File: src/rtl/pipe_reg_pkg.sv
// Shared types and defaults for the pipe_reg elastic pipeline.
package pipe_reg_pkg;

  localparam int unsigned DEFAULT_DATA_WIDTH = 32;
  localparam int unsigned DEFAULT_NUM_STAGES = 1;

  // Occupancy of one skid stage: nothing, main only, main + skid.
  typedef enum logic [1:0] {
    EMPTY = 2'd0,
    BUSY  = 2'd1,
    FULL  = 2'd2
  } stage_state_t;

endpackage : pipe_reg_pkg

File: src/rtl/pipe_reg_stage.sv
// One elastic skid stage: main register feeds the output, skid register
// catches the beat that arrives while the output is stalled.
// Optional flush port when PIPE_REG_FLUSH_EN is defined.
module pipe_reg_stage
  import pipe_reg_pkg::*;
#(
  parameter int unsigned DATA_WIDTH = DEFAULT_DATA_WIDTH
) (
  input  logic                  clk_i,
  input  logic                  rst_i,
`ifdef PIPE_REG_FLUSH_EN
  input  logic                  flush_i,
`endif
  input  logic                  valid_i,
  output logic                  ready_o,
  input  logic [DATA_WIDTH-1:0] data_i,
  output logic                  valid_o,
  input  logic                  ready_i,
  output logic [DATA_WIDTH-1:0] data_o
);

  stage_state_t          state_q, state_d;
  logic                  valid_q, ready_q;
  logic [DATA_WIDTH-1:0] main_q, main_d;
  logic [DATA_WIDTH-1:0] skid_q, skid_d;
  logic                  in_fire, out_fire, flush;

`ifdef PIPE_REG_FLUSH_EN
  assign flush = flush_i;
`else
  assign flush = 1'b0;
`endif

  assign in_fire  = valid_i & ready_q;
  assign out_fire = valid_q & ready_i;

  assign valid_o = valid_q;
  assign ready_o = ready_q;
  assign data_o  = main_q;

  // State register; valid/ready are registered decodes of the next state.
  always_ff @(posedge clk_i) begin
    if (rst_i) begin
      state_q <= EMPTY;
      valid_q <= 1'b0;
      ready_q <= 1'b1;
    end else begin
      state_q <= state_d;
      valid_q <= (state_d != EMPTY);
      ready_q <= (state_d != FULL);
    end
  end

  // Next-state logic from the upstream/downstream fire events.
  always_comb begin
    state_d = state_q;
    if (flush) begin
      state_d = EMPTY;
    end else begin
      case (state_q)
        EMPTY: if (in_fire) state_d = BUSY;
        BUSY: begin
          if (in_fire && !out_fire)      state_d = FULL;
          else if (!in_fire && out_fire) state_d = EMPTY;
        end
        FULL:    if (out_fire) state_d = BUSY;
        default: state_d = EMPTY;
      endcase
    end
  end

  // Datapath steering; flush leaves the data registers untouched.
  always_comb begin
    main_d = main_q;
    skid_d = skid_q;
    if (!flush) begin
      case (state_q)
        EMPTY: if (in_fire) main_d = data_i;
        BUSY: begin
          if (in_fire && out_fire) main_d = data_i;
          else if (in_fire)        skid_d = data_i;
        end
        FULL:    if (out_fire) main_d = skid_q;
        default: ;
      endcase
    end
  end

  // Payload registers.
  always_ff @(posedge clk_i) begin
    if (rst_i) begin
      main_q <= '0;
      skid_q <= '0;
    end else begin
      main_q <= main_d;
      skid_q <= skid_d;
    end
  end

endmodule : pipe_reg_stage

File: src/rtl/pipe_reg.sv
// Elastic pipeline register: NUM_STAGES chained skid stages with
// valid/ready on both sides, full throughput, 2*NUM_STAGES beats capacity.
// Define PIPE_REG_FLUSH_EN to add the synchronous flush_i pipeline drop.
module pipe_reg
  import pipe_reg_pkg::*;
#(
  parameter int unsigned DATA_WIDTH = DEFAULT_DATA_WIDTH,
  parameter int unsigned NUM_STAGES = DEFAULT_NUM_STAGES
) (
  input  logic                  clk_i,
  input  logic                  rst_i,
`ifdef PIPE_REG_FLUSH_EN
  input  logic                  flush_i,
`endif
  input  logic                  valid_i,
  output logic                  ready_o,
  input  logic [DATA_WIDTH-1:0] data_i,
  output logic                  valid_o,
  input  logic                  ready_i,
  output logic [DATA_WIDTH-1:0] data_o
);

  if (NUM_STAGES == 0) begin : g_bad_cfg
    $error("pipe_reg: NUM_STAGES must be at least 1");
  end

  // Handshake links; index k is the input side of stage k.
  logic                  link_valid [NUM_STAGES+1];
  logic                  link_ready [NUM_STAGES+1];
  logic [DATA_WIDTH-1:0] link_data  [NUM_STAGES+1];

  assign link_valid[0]          = valid_i;
  assign link_data[0]           = data_i;
  assign link_ready[NUM_STAGES] = ready_i;
  assign ready_o                = link_ready[0];
  assign valid_o                = link_valid[NUM_STAGES];
  assign data_o                 = link_data[NUM_STAGES];

  for (genvar k = 0; k < NUM_STAGES; k++) begin : g_stage
    pipe_reg_stage #(
      .DATA_WIDTH(DATA_WIDTH)
    ) u_stage (
      .clk_i   (clk_i),
      .rst_i   (rst_i),
`ifdef PIPE_REG_FLUSH_EN
      .flush_i (flush_i),
`endif
      .valid_i (link_valid[k]),
      .ready_o (link_ready[k]),
      .data_i  (link_data[k]),
      .valid_o (link_valid[k+1]),
      .ready_i (link_ready[k+1]),
      .data_o  (link_data[k+1])
    );
  end

endmodule : pipe_reg

File: config.mk
export PLATFORM = sky130hd
export DESIGN_NAME = pipe_reg
export DESIGN_NICKNAME = d
export VERILOG_FILES = /design/src/rtl/pipe_reg_pkg.sv /design/src/rtl/pipe_reg_stage.sv /design/src/rtl/pipe_reg.sv
export SDC_FILE = /design/constraint.sdc
export NUM_CORES = 1
export LEC_CHECK = 0
export ABC_AREA = 1
export CAP_MARGIN = 15
export CORE_ASPECT_RATIO = 0.9
export CORE_UTILIZATION = 40
export CTS_BUF_LIST = sky130_fd_sc_hd__clkbuf_16
export DETAILED_ROUTE_END_ITERATION = 7
export PLACE_DENSITY = 0.66
export SETUP_SLACK_MARGIN = 0.5
export SYNTH_ARGS = -nofsm -noshare
export SYNTH_HDL_FRONTEND = slang
export SYNTH_SLANG_ARGS = --single-unit
export TNS_END_PERCENT = 5
File: constraint.sdc
create_clock -name clk_i -period 1.3 [get_ports clk_i]
set_input_delay 0.195 -clock clk_i [delete_from_list [all_inputs] [get_ports clk_i]]
set_output_delay 0.195 -clock clk_i [all_outputs]
set_load 0.05 [all_outputs]
# After elaboration in Yosys (flattened, before gate mapping)
# Cells that the tools add are included.
dict set report word_totals {
  register_bits 68
  inputBits 36
  output_inout_bits 34
}
dict set report classes {
  n_eq_ne 6
  mux 9
  bitwise_logic 3
  reduce_logical 10
}
# operator count
set op_table {}
lappend op_table {{$mux 32} 3}
lappend op_table {{$pmux 32 s3} 1}
lappend op_table {{$mux 2} 4}
lappend op_table {{$ne 2x1->1 const B} 3}
lappend op_table {{$pmux 2 s3} 1}
lappend op_table {{$reduce_and 4->1} 1}
lappend op_table {{$logic_and 1x1->1} 3}
lappend op_table {{$reduce_and 3->1} 1}
lappend op_table {{$reduce_bool 3->1} 1}
lappend op_table {{$and 1x1->1} 2}
lappend op_table {{$eq 2x1->1 const B} 1}
lappend op_table {{$eq 2x2->1 const B} 1}
lappend op_table {{$logic_not 1->1} 2}
lappend op_table {{$logic_not 2->1} 1}
lappend op_table {{$ne 2x2->1 const B} 1}
lappend op_table {{$reduce_bool 2->1} 1}
lappend op_table {{$not 1->1} 1}

# Logic depth before layout (Yosys ltp)
dict set report depth {
  depth_word 7
  depth_mapped 9
}

# Least setup slack after synthesis
# No wires, ideal clock.
dict set report synth_path {
  path_kind {reg2reg}
  startpoint {register g_stage[0].u_stage.ready_q}
  endpoint {register g_stage[0].u_stage.main_q[0]}
  setup_ns 0.113
  arrival_time_ns 1.423
  required_ns 1.187
  path_slack_ns -0.236
  path_stages_with_launch 8
  synth_period_minus_slack_ns 1.536
  cell_sequence {dfxtp_1 nand3_2 nand2_1 nand2_1 buf_4 buf_4 nor2_1 nor2_1}
}
dict set report synth_between {
  elab_chain_cells 4
}
# item line_no
set synth_rtl {}
lappend synth_rtl {{start: declaration} pipe_reg_stage.sv:23} ;# logic valid_q, ready_q;
lappend synth_rtl {{start signal: assignment} pipe_reg_stage.sv:50} ;# ready_q <= (state_d != FULL);
lappend synth_rtl {{$and 1x1->1 (*)} pipe_reg_stage.sv:34} ;# assign in_fire = valid_i & ready_q;
lappend synth_rtl {{$logic_and 1x1->1} pipe_reg_stage.sv:80} ;# if (in_fire && out_fire) main_d = data_i;
lappend synth_rtl {{$ne 2x1->1 (no source line)} --}
lappend synth_rtl {{$reduce_and 4->1 (no source line) (*)} --}
lappend synth_rtl {{end signal: assignment} pipe_reg_stage.sv:95} ;# main_q <= main_d;
lappend synth_rtl {{end: declaration} pipe_reg_stage.sv:24} ;# logic [DATA_WIDTH-1:0] main_q, main_d;
# Mark *: on every way between the ends. The rest lies on a longest branch, timed or not.
# A chain may end at the register's enable or synchronous reset.

# Worst setup path after layout
dict set report layout_path {
  startpoint {register g_stage[0].u_stage.state_q[1]}
  endpoint {register g_stage[0].u_stage.main_q[9]}
}
dict set report layout_between {
  elab_chain_cells 3
}
# item line_no
set layout_rtl {}
lappend layout_rtl {{start: declaration} pipe_reg_stage.sv:22} ;# stage_state_t state_q, state_d;
lappend layout_rtl {{start signal: assignment} pipe_reg_stage.sv:48} ;# state_q <= state_d;
lappend layout_rtl {{$eq 2x2->1 (tied with other cells)} pipe_reg_stage.sv:77} ;# case (state_q)
lappend layout_rtl {{$ne 2x1->1 (no source line) or $reduce_bool 3->1 (tied branches)} --}
lappend layout_rtl {{$reduce_and 4->1 (no source line)} --}
# Parallel ways exist; a longest one is shown, timed or not.

==> flow_results.org <==
** Outcome
- The flow ran to the end, and the final reports show no timing, DRC or antenna violations.

** STA
- For the pin with the worst max-slew slack, the measured transition is 0.335 ns.
- Total negative slack :: 0 ns
- On the final layout, the worst clock skew is 0.00566 ns.
- Setup violators final :: 0
- Setup repair after global routing missed its margin :: true
- For the finished layout, the period the worst path requires is 1.26 ns.
- The hold violation count in the final report is 0.
- Final hold analysis gives a worst-case slack of 0.513 ns.
- Setup slack closes at 0.0385 ns.
- Highest clock frequency the design can meet :: 0.793 GHz
- Post-route clock period utilization :: 0.970
- Pins Over Slew Limit :: 0
- Worst-case headroom to the max-slew limit :: 0.774

** Cells and area
- Total area of sequential cells :: 1380 sq um
- Final Core Density :: 0.660
- Combined area of the multi-input logic cells :: 1430 sq um
- Commonest non-fill, non-tap cells in the layout :: nand2_1, nor2_1, dfxtp_1, buf_12, clkdlybuf4s50_1
- Relative to the synthesized area, the layout overhead comes to 57.5%.
- Finished Layout Cells :: 640
- Most common cell after layout, fill and taps aside :: nand2_1
- Layout cells sized above 1 :: 0.168
- Fill cells in the final layout number 586.
- # diodes :: 0
- Number of nets in the layout :: 578

** Route
- Before antenna repair, the detailed router went through 5 iterations.
- Using the TritonRoute via totals, the vias-per-cell ratio works out to 4.75.
- Summing over every cut layer, the via total after detailed routing is 3043.
- Routed len/inst :: 12.7 um
- Count of routing violations after the opening detailed-route iteration :: 268
- Remaining routing DRC violations :: 0
- Wires add up to 8.15 mm.
- Antenna-violating nets left :: 0

** Die
- Full die area :: 7840 sq um
- Initial Utilization :: 0.419
- Die X :: 93.2 um
- Number of rows in the core area :: 29
- 70 I/O pins were placed.
- Measured along the y axis, the die boundary spans 84.1 um.
- Placeable core area :: 7150 sq um

** Worst setup path
- For the worst setup path, the data required time is 1.57 ns.
- The signal on the critical path passes through inv_4 > nand3_4 > nand2_4 > nand2_8 > clkbuf_16 > nand2_1 > nand2_1 > nor2_1.
- Worst-path fanout max :: 9
- WP data arrival :: 1.53 ns
- CP most frequent cell :: nand2_1
- STA classifies the critical path endpoint as a flop.
- On the worst path, the slowest cell contributes a delay of 0.37 ns.
- The critical path in this run is classified as reg2reg.
- STA classifies the critical path startpoint as a flop.
- Slowest CP cell :: dfxtp_4

** Global route
- Leftover overflow at the end of global routing :: 0
- Number of global-route vias before repair :: 2743
- Entering global routing, the biggest net connects 37 pins.
- In the global route stage, overall resource usage came out at 0.207.
- Initial antenna violation count :: 0
- Wire length of the first global-routing pass :: 12.8 mm

** CTS
- Inserted Clock Buffers :: 9
- Clock Root Buffer :: clkbuf_16
- TritonCTS built the clock tree.
- Clock sink count :: 68
- Worst-skew pair later-pin latency :: 0.33 ns
- Counting along the longest clock path gives a buffer depth of 2.
- Clock-pin slew was measured on the worst setup and hold paths at 0.06 ns.
- Htree depth :: 3
- Post-CTS Setup Inserts :: 0

** Placement
- Total half-perimeter wirelength after legalization and detailed placement :: 4.84 mm
- Before CTS, the worst setup slack after placement is -0.192 ns.
- Final GP Congestion :: 0.820
- I/O Buffers :: 69
- Number of placed instances with taps included :: 618

** Logic synthesis
- Proportion of synthesized chip area in sequential cells :: 0.454
- Syn_area_per_cell :: 6.37 sq um
- During synthesis, Yosys emitted a total of 0 warnings.
- Post-synthesis net count :: 506
- The mapped netlist covers 3000 sq um.
- Flip-flop and latch count after synthesis :: 68
- After synthesis, the netlist uses 14 different library cells.
- The cell count after synthesis came out at 470.

** Power
- In this run the static leakage power is 0.00224 uW.
- IR analysis of the VDD net gives a maximum drop of 857 uV.
- Dividing total power by cell area gives a power density of 1680 nW/um^2.

** Worst hold path
- Tightest Hold Check Type :: reg2reg

** Job
- Across the run, the number of max-cap violations was 0.
-- repair_timing --
action | CTS | global route
cloned | 1 | 5
hold buffers | 0 | 0
pin swaps | 1 | 3
endpoints found under the setup margin | 102 | 102
hold endpoints to repair | 0 | 0
gates resized for setup | 10 | 15
-- metrics by stage --
step,power [uW],instance area (sq um)
6_report,7930,4720
5_1_grt,8310,4720
3_3_place_gp,5210,4210
2_1_floorplan,4070,3050
4_1_cts,7730,4550
3_5_place_dp,5240,4210
-- power by group --
group / switching [uW] / internal [uW]
clock: 921 / 1490
sequential: 261 / 2380
combinational: 1540 / 1340
total: 2720 / 5210
-- worst max-delay path: cells and delay by family (launching register included) --
| family | cells | cell delay [ns] |
|---|---|---|
| flip-flops | 1 | 0.37 |
| AND/OR/NAND/NOR | 6 | 0.55 |
| buffers and inverters | 2 | 0.27 |
-- synthesized netlist by cell type --
| master | instances | area share |
|---|---|---|
| inv_1 | 37 | 0.046 |
| nand4_1 | 1 | 0.0021 |
| dfxtp_1 | 68 | 0.45 |
| buf_2 | 5 | 0.0084 |
| nand3_2 | 1 | 0.0033 |
| o21ai_0 | 34 | 0.057 |
| nand2_1 | 169 | 0.21 |
| nor2_1 | 98 | 0.12 |
| buf_1 | 1 | 0.0013 |
| buf_4 | 6 | 0.015 |
| a21oi_1 | 1 | 0.0017 |
| clkbuf_2 | 3 | 0.0050 |
| clkbuf_1 | 14 | 0.018 |
| nor3_1 | 32 | 0.053 |
-- state kept, by name (all words and copies together) (netlist names) --
| name | flops |
|---|---|
| g_stage.u_stage.ready_o | 1 |
| g_stage.u_stage.data_o | 32 |
| g_stage.u_stage.valid_o | 1 |
| g_stage.u_stage.state_q | 2 |
| g_stage.u_stage.skid_q | 32 |
-- worst paths after layout --
kind                            slack, ns  cells after the start                                   endpoint                                 startpoint
worst max-delay path                 0.04                      8  g_stage[0].u_stage.data_o[9]$_SDFFE_PP0P_   g_stage[0].u_stage.state_q[1]$_SDFF_PP0_
worst min-delay path                 0.51                      2  g_stage[0].u_stage.skid_q[0]$_SDFFE_PP0P_  g_stage[0].u_stage.skid_q[0]$_SDFFE_PP0P_
worst max register to register       0.04                      8  g_stage[0].u_stage.data_o[9]$_SDFFE_PP0P_   g_stage[0].u_stage.state_q[1]$_SDFF_PP0_
worst min register to register       0.51                      2  g_stage[0].u_stage.skid_q[0]$_SDFFE_PP0P_  g_stage[0].u_stage.skid_q[0]$_SDFFE_PP0P_
-- cells by family after synthesis --
group           synth area share
simple gates               0.393
flops                      0.454
buf+inv                   0.0936
compound gates            0.0585
-- layout make-up --
type                       instances  area share
clock inverter                     7      0.0151
clock buffer                       9      0.0477
timing repair buffer              90       0.287
tap                               93      0.0247
sequential                        68       0.292
multi-input combinational        336       0.303
inverter                          37      0.0300
-- per-layer routing --
layer / vias up / GRT usage / wire length, um
met5: - / 0 / 0
met4: 0 / 0.0531 / 70
met3: 11 / 0.0537 / 508
met2: 99 / 0.349 / 4100
met1: 1362 / 0.260 / 3470
li1: 1571 / - / -
(Power assumes the default switching activity.)
